**src/rtl/if_prefetch_queue.sv**
```systemverilog
// Instruction-fetch front end with a prefetch queue feeding the ID stage.
// Requests run ahead of decode; a redirect discards queued and in-flight beats.
module if_prefetch_queue #(
    parameter int unsigned ADDR_W   = 32,
    parameter int unsigned INSTR_W  = 32,
    parameter int unsigned DEPTH    = 4,
    parameter int unsigned PC_STEP  = 4,
    parameter logic [ADDR_W-1:0] RESET_PC = '0
) (
    input  logic               clk_i,
    input  logic               rst_ni,
    input  logic               freeze_i,
    input  logic               is_branch_i,
    input  logic               flush_i,
    input  logic [ADDR_W-1:0]  branch_address_i,
    output logic               imem_req_valid_o,
    input  logic               imem_req_ready_i,
    output logic [ADDR_W-1:0]  imem_req_addr_o,
    input  logic               imem_resp_valid_i,
    input  logic [INSTR_W-1:0] imem_resp_data_i,
    output logic [ADDR_W-1:0]  pc_o,
    output logic [INSTR_W-1:0] instruction_o,
    output logic               valid_o
);

    localparam int unsigned CW = $clog2(DEPTH + 1);
    localparam int unsigned PW = $clog2(DEPTH);
    localparam logic [ADDR_W-1:0] STEP = ADDR_W'(PC_STEP);

    logic [ADDR_W-1:0]  fetch_pc_q, fetch_pc_d;
    logic [ADDR_W-1:0]  resp_pc_q, resp_pc_d;
    logic [CW-1:0]      count_q, count_d;
    logic [CW-1:0]      outst_q, outst_d;
    logic [CW-1:0]      drop_q, drop_d;
    logic [PW-1:0]      rd_ptr_q, rd_ptr_d;
    logic [PW-1:0]      wr_ptr_q, wr_ptr_d;
    logic [ADDR_W-1:0]  pc_q, pc_d;
    logic [INSTR_W-1:0] instr_q, instr_d;
    logic               valid_q, valid_d;

    logic [ADDR_W-1:0]  qpc_q   [DEPTH];
    logic [INSTR_W-1:0] qinstr_q[DEPTH];

    logic [CW:0] used;
    logic        req_valid;
    logic        req_fire;
    logic        resp_acc;
    logic        enq;
    logic        pop;

    // Credit is reserved at request time so the queue can never overflow.
    assign used      = {1'b0, count_q} + {1'b0, outst_q};
    assign req_valid = rst_ni && !is_branch_i && (used < (CW+1)'(DEPTH));
    assign req_fire  = req_valid && imem_req_ready_i;
    assign resp_acc  = imem_resp_valid_i && (outst_q != '0);
    assign enq       = resp_acc && (drop_q == '0) && !is_branch_i;
    assign pop       = !flush_i && !freeze_i && !is_branch_i && (count_q != '0);

    always_comb begin
        fetch_pc_d = fetch_pc_q;
        resp_pc_d  = resp_pc_q;
        outst_d    = outst_q + CW'(req_fire) - CW'(resp_acc);
        drop_d     = drop_q;
        count_d    = count_q + CW'(enq) - CW'(pop);
        rd_ptr_d   = pop ? rd_ptr_q + PW'(1) : rd_ptr_q;
        wr_ptr_d   = enq ? wr_ptr_q + PW'(1) : wr_ptr_q;
        if (req_fire) fetch_pc_d = fetch_pc_q + STEP;
        if (enq) resp_pc_d = resp_pc_q + STEP;
        if (resp_acc && (drop_q != '0)) drop_d = drop_q - CW'(1);
        if (is_branch_i) begin
            fetch_pc_d = branch_address_i;
            resp_pc_d  = branch_address_i;
            drop_d     = outst_q - CW'(resp_acc);
            count_d    = '0;
            rd_ptr_d   = '0;
            wr_ptr_d   = '0;
        end
    end

    always_comb begin
        pc_d    = pc_q;
        instr_d = instr_q;
        valid_d = valid_q;
        if (flush_i) begin
            pc_d    = '0;
            instr_d = '0;
            valid_d = 1'b0;
        end else if (!freeze_i) begin
            if (pop) begin
                pc_d    = qpc_q[rd_ptr_q];
                instr_d = qinstr_q[rd_ptr_q];
                valid_d = 1'b1;
            end else begin
                valid_d = 1'b0;
            end
        end
    end

    always_ff @(posedge clk_i or negedge rst_ni) begin
        if (!rst_ni) begin
            fetch_pc_q <= RESET_PC;
            resp_pc_q  <= RESET_PC;
            count_q    <= '0;
            outst_q    <= '0;
            drop_q     <= '0;
            rd_ptr_q   <= '0;
            wr_ptr_q   <= '0;
            pc_q       <= '0;
            instr_q    <= '0;
            valid_q    <= 1'b0;
        end else begin
            fetch_pc_q <= fetch_pc_d;
            resp_pc_q  <= resp_pc_d;
            count_q    <= count_d;
            outst_q    <= outst_d;
            drop_q     <= drop_d;
            rd_ptr_q   <= rd_ptr_d;
            wr_ptr_q   <= wr_ptr_d;
            pc_q       <= pc_d;
            instr_q    <= instr_d;
            valid_q    <= valid_d;
        end
    end

    always_ff @(posedge clk_i) begin
        if (enq) begin
            qpc_q[wr_ptr_q]    <= resp_pc_q;
            qinstr_q[wr_ptr_q] <= imem_resp_data_i;
        end
    end

    assign imem_req_valid_o = req_valid;
    assign imem_req_addr_o  = fetch_pc_q;
    assign pc_o             = pc_q;
    assign instruction_o    = instr_q;
    assign valid_o          = valid_q;

endmodule

```
**config.mk**
```make
export PLATFORM = sky130hd
export DESIGN_NAME = if_prefetch_queue
export DESIGN_NICKNAME = d
export VERILOG_FILES = /design/src/rtl/if_prefetch_queue.sv
export SDC_FILE = /design/constraint.sdc
export NUM_CORES = 1
export LEC_CHECK = 0
export ABC_AREA = 0
export BUFFER_PORTS_ARGS = -buffer_cell sky130_fd_sc_hd__buf_2
export CORE_MARGIN = 4
export CORE_UTILIZATION = 60
export CTS_BUF_LIST = sky130_fd_sc_hd__clkbuf_8
export CTS_CLUSTER_DIAMETER = 50
export DETAILED_ROUTE_END_ITERATION = 7
export PLACE_DENSITY = 0.91
export SYNTH_ARGS = -nofsm -noshare
export SYNTH_HDL_FRONTEND = slang
export SYNTH_SLANG_ARGS = --single-unit
export TNS_END_PERCENT = 20
```
**constraint.sdc**
```tcl
create_clock -name clk_i -period 3.8 [get_ports clk_i]
set_input_delay 0.38 -clock clk_i [delete_from_list [all_inputs] [get_ports clk_i]]
set_output_delay 0.38 -clock clk_i [all_outputs]
set_load 0.02 [all_outputs]
```
# == Word level (Yosys, flattened, before mapping) ==
# Memories as Yosys holds them, arrays and structs flattened.
# Cells that the tools add are included.
# word_totals
input_bits,71
out_inout_bits,98
ram_bits,256
n_memories,2
register_bits,142
wordCells,70
# mem_list
name,words,word_bits,rd,rd_clocked_by_memory_dff,write_ports,line_no,source
qinstr_q,4,32,1,0,1,42,logic [INSTR_W-1:0] qinstr_q[DEPTH];
qpc_q,4,32,1,0,1,41,logic [ADDR_W-1:0] qpc_q [DEPTH];
# op_classes
n_addsub,11
reduce_logical,23
mux,22
n_eq_ne,1
order_cmp,1
# ops
op,n
two-way mux 32 bit,10
adder 32 x 3 -> 32 bit (second input constant),2
logical AND 1 bit,10
nonzero test 2 bit,5
two-way mux 3 bit,3
nonzero test 3 bit,3
subtractor 3 x 1 -> 3 bit,3
two-way mux 2 bit,4
adder 3 x 1 -> 3 bit,2
two-way mux 1 bit,5
adder 2 x 1 -> 2 bit (second input constant),2
adder 3 x 3 -> 4 bit,1
< comparator 4 x 3 -> 1 bit (second input constant),1
logical NOT 1 bit,3
logical NOT 3 bit,1
subtractor 3 x 1 -> 3 bit (second input constant),1
inequality test 2 x 1 -> 1 bit (second input constant),1
AND reduction 2 bit,1

# == Logic depth before layout (Yosys ltp) ==
# logic_depth
ltp_word,7
mapped_depth,13
mapped_depth_nobuf,12

# == Worst setup path after synthesis ==
# Ideal clock, no wire load.
# synth_timing
path_kind,register to register
start,reg drop_q[0]
end,"mem qinstr_q[0][0], enable pin"
path_buffers,0
path_stages_with_launch,6
setup_time_ns,0.429
arrival_time_ns,2.599
required_time_ns,3.371
path_slack_ns,0.773
cell_sequence,dfrtp_1 -> inv_1 -> ha_1 -> nor2b_1 -> and3_1 -> and2_1
# synth_via
elab_chain_len,5
# synth_rtl
item,line_no,source
"start, declared",34,"logic [CW-1:0] drop_q, drop_d;"
"start signal, assigned",116,drop_q <= drop_d;
logical NOT 3 bit,56,assign enq = resp_acc && (drop_q == '0) && !is_branch_i;
logical AND 1 bit (2 in series),56,
two-way mux 1 bit,126,if (enq) begin
two-way mux 1 bit (not written as such),128,qinstr_q[wr_ptr_q] <= imem_resp_data_i;
"end, declared",42,
# No other way between the ends.

# == Final worst setup path ==
# layout_timing
start,reg outst_q[2]
end,reg outst_q[2]
# layout_via
elab_chain_len,6
elab_cells_between_ends,8
# layout_rtl
item,line_no,source
"start, declared",33,"logic [CW-1:0] outst_q, outst_d;"
"start signal, assigned",115,outst_q <= outst_d;
adder 3 x 3 -> 4 bit,52,"assign used = {1'b0, count_q} + {1'b0, outst_q};"
< comparator 4 x 3 -> 1 bit,53,assign req_valid = rst_ni && !is_branch_i && (used < (CW+1)'(DEPTH));
logical AND 1 bit,53,
logical AND 1 bit,54,assign req_fire = req_valid && imem_req_ready_i;
adder 3 x 1 -> 3 bit,62,outst_d = outst_q + CW'(req_fire) - CW'(resp_acc);
subtractor 3 x 1 -> 3 bit (*),62,
net outst_d[2],33,
# The timed path passes the listed nets; every way through them passes the cells marked *.
# A chain may end at the register's enable or synchronous reset.

==> results.md <==
- The run finished with clean final reports.
- After synthesis the netlist holds a flip-flop and latch count of 398.
- STA classifies the critical path startpoint as a register.
- Setup slack on the worst reg-to-reg path comes out at 0.80 ns.
- The clock transition time at the flip-flop clock pins of the worst setup and hold paths is 0.07 ns.
- The number of failing setup endpoints in the final timing report is 0.
- The slowest stage of the critical path belongs to the cell dfrtp_1.
- STA classifies the critical path endpoint as a register.
- The HPWL after detailed placement is between 20 and 25 mm.
- The maximum number of buffers from clock root to sink is 3.
- The area of the mapped netlist is between 15000 and 20000 um^2.
- The violation count after the first detailed-routing iteration is 1295.
- The CTS sink count is 398.
- Pin placement for this block handled 169 I/O pins.
- The initial antenna violation count came to 1.
- The leading cell type in the layout, fill and taps excluded is edfxtp_1.
- Once the floorplan was initialized, standard cells occupied 60.9% of the core.
- The headroom to the max-slew limit is a little under two fifths.
- The layout net count is 1394.
- The clock root buffer is clkbuf_8.
- In this run the horizontal extent of the chip is 173 um.
- Across the run, the number of max-cap violations was 0.
- The worst path setup slack after routing is around 0.8 ns.
- IR analysis of the VDD net gives a maximum drop of 0.297 mV.
- The top cell type by area accounts for 47.0% of the synthesized area.
- Dividing the synthesized area by the synthesized cell count gives 15.1 um^2.
- The via count of the first global-routing pass is 11000.
- The signal on the critical path passes through ha_1, nor2_1, and4_1, buf_4, inv_1, buf_4, ha_1, inv_1, ha_1, inv_1, fa_1, xnor2_1, xnor2_1.
- Of the synthesized area, sequential elements account for between 60% and 70%.
- The die is 173 um tall.
- Among all flip-flop cells after synthesis, the most frequent one is edfxtp_1.
- The routed wire length per instance is 23.9 um.
- In the layout the commonest cells are edfxtp_1 (256), nand2_1 (182), buf_2 (167).
- After synthesis, the cell types taking the most area are edfxtp_1 (47%), dfrtp_1 (22%), mux4_2 (8.8%), nand2_1 (4.2%), nand3b_1 (3.1%).
- For the worst setup path, the data required time is 4.30 ns.
- The power per cell area is 525 nW/um^2.
- In this run the worst path has a maximum fanout of 25.
- In this run, CTS created clock tree buffers numbering 58.
- The final clock period utilization by the worst path is 79.0%.
- The number of enable-type register cells in the synthesized netlist is around 260.
- For this design the static power due to leakage is about 7.6 nW.
- The synthesized netlist net count is 1174.
- At the pin with the least slew margin, the transition time is 0.935 ns.
- The die outline area is 30000 um^2.
- The first-pass iteration count of the detailed router is 5.
- The tightest min-delay check is of the in -> reg type.
- The post-route minimum period is 3.00 ns.
- The cell taking the most area after synthesis is edfxtp_1.
- For this run, the slowest stage of the critical path takes ~0.43 ns.
- The area inside the core boundary is ~27000 um^2.
- The share of layout cells above drive strength 1 is 28.1%.
- The final core utilization is 71.4%.
- Entering global routing, the biggest net connects 143 pins.
- The number of H-tree levels is 2.
- Across all layers, the routed design uses 10700 vias.
- The final hold violation count is 0.
- TritonCTS built the clock tree.
- The overall overflow remaining after global route is 0.
- In the synthesized netlist, the number of instances is approximately 1100.
- The DRC violation count after routing is 0.
- After detailed routing, the number of vias per cell comes to about 6.3.
- The number of distinct library cells after synthesis is 50.
- Clock skew on the completed layout was measured at 0.0339 ns.
- The peak clock frequency supported by timing is 0.333 GHz.
- The global-route total usage across every layer is between 20% and 30%.
- The routability congestion estimate is 0.908.
- At the later pin of the worst-skew pair, clock insertion delay measures 0.62 ns.
- Setup repair after global routing left no endpoint under its margin.
- After synthesis, the share of flip-flops with an asynchronous set or reset is 35.7%.
- During placement, the flow inserted port buffers numbering 168.
- At the worst endpoint, the arrival time is 3.50 ns.
- The type of the worst setup path is reg -> reg.
- The row count is 60.
- During synthesis, Yosys emitted a total of 0 warnings.
- The growth of design area from synthesis to finish is 17.3%.
- The global-route wire length before repair is 64.3 mm.
- Before CTS, the worst setup slack after placement is 0.841 ns.
- The count of nets left with antenna violations once routing finished came out at 0.
- The final total negative setup slack is 0 ns.
- The final count of pins violating max slew is 0.
- The count of filler cells inserted in the layout is 1626.
- The final wirelength is 40.6 mm.
[Yosys cell counts (2+ instances only)]
library cell,instances
a21oi_1,8
a31oi_1,5
and2_1,6
and3_1,6
and4_1,4
and4_2,2
buf_1,4
buf_2,19
buf_4,2
clkbuf_1,32
dfrtp_1,142
edfxtp_1,256
fa_1,2
ha_1,16
inv_1,28
inv_2,2
mux2_2,16
mux4_2,64
nand2_1,182
nand3_1,25
nand3b_1,67
nand4_1,17
nand4_2,2
nand4_4,2
nor2_1,26
nor2b_1,3
nor3_1,12
nor4_1,4
nor4_2,6
o211ai_1,9
o21ai_0,37
o311ai_0,12
o31a_1,2
or3_1,5
or4_1,2
xnor2_1,29
xor2_1,16
[timing repair]
action,in CTS,in global routing
hold buffers,34,0
setup buffers,0,0
hold endpoints to repair,163,0
gates resized for setup,0,0
[logic make-up after synthesis]
logic type / count (synthesis) / share of synthesized area, %
buffers and inverters: 87 / 2.19
flip-flops: 398 / 68.7
AND/OR/NAND/NOR: 379 / 12.3
adder cells (fa/ha/maj): 18 / 1.47
multiplexers: 81 / 9.97
AO/OA/AOI/OAI: 77 / 2.92
XOR/XNOR: 45 / 2.41
[per-stage QoR]
step | hold WS [ns] | area [um^2] | instances | power [W]
2_1_floorplan | 0.0844 | 16400 | 1085 | 0.00594
3_3_place_gp | 0.484 | 17600 | 1552 | 0.00630
3_5_place_dp | 0.488 | 17600 | 1552 | 0.00637
4_1_cts | 0.00400 | 19200 | 1695 | 0.0100
5_1_grt | 0.0145 | 19200 | 1696 | 0.0105
6_report | 0.0339 | 19200 | 1696 | 0.0101
[worst max-delay path: cells and delay by family (launching register included)]
kind	cells	cell delay, ns
XOR/XNOR	2	0.28
adder cells (fa/ha/maj)	4	1.12
buffers and inverters	5	0.66
flip-flops	1	0.43
AND/OR/NAND/NOR	2	0.38
[layout make-up]
cell class              instances  area (um^2)  area share (%)
flip-flops and latches        398        11200            58.6
multi-input cells             600         4770            24.8
repair buffers                217         1380            7.16
clock buffers                  69          950            4.95
well taps                     341          427            2.22
clock inverters                40          312            1.62
inverters                      30          113           0.587
diodes                          1         2.50          0.0130
[registers in the layout (all words and copies together) (netlist names), 3 cells and up]
name,count
count_q,3
drop_q,3
imem_req_addr_o,32
instruction_o,32
outst_q,3
pc_o,32
qinstr_q,128
qpc_q,128
resp_pc_q,32
[power by group]
part	total, W	internal, W	switching, W
clock	0.00371	0.00200	0.00171
combinational	0.00118	0.000502	0.000682
sequential	0.00518	0.00489	0.000286
[path summary, 6_finish.rpt]
path / start / endpoint / cells after the start
setup / recovery: outst_q[2]$_DFF_PN0_ / outst_q[2]$_DFF_PN0_ / 13
hold / removal: imem_resp_data_i[4] / qinstr_q[0][4]$_DFFE_PP_ / 1
setup reg to reg: outst_q[2]$_DFF_PN0_ / outst_q[2]$_DFF_PN0_ / 13
hold reg to reg: instruction_o[0]$_DFFE_PN0P_ / instruction_o[0]$_DFFE_PN0P_ / 2
max in group asynchronous: rst_ni / rd_ptr_q[0]$_DFFE_PN0P_ / 3
min in group asynchronous: rst_ni / instruction_o[21]$_DFFE_PN0P_ / 3
[routing by layer]
layer  global-route usage (%)  wire, um  part of all wire [%]
met3                     4.70      3520                   8.7
met2                     45.6     20400                    50
met5                        0         0                     0
met1                     37.8     15500                    38
met4                     8.45      1160                   2.9
Power figures use the tool's default switching activity.
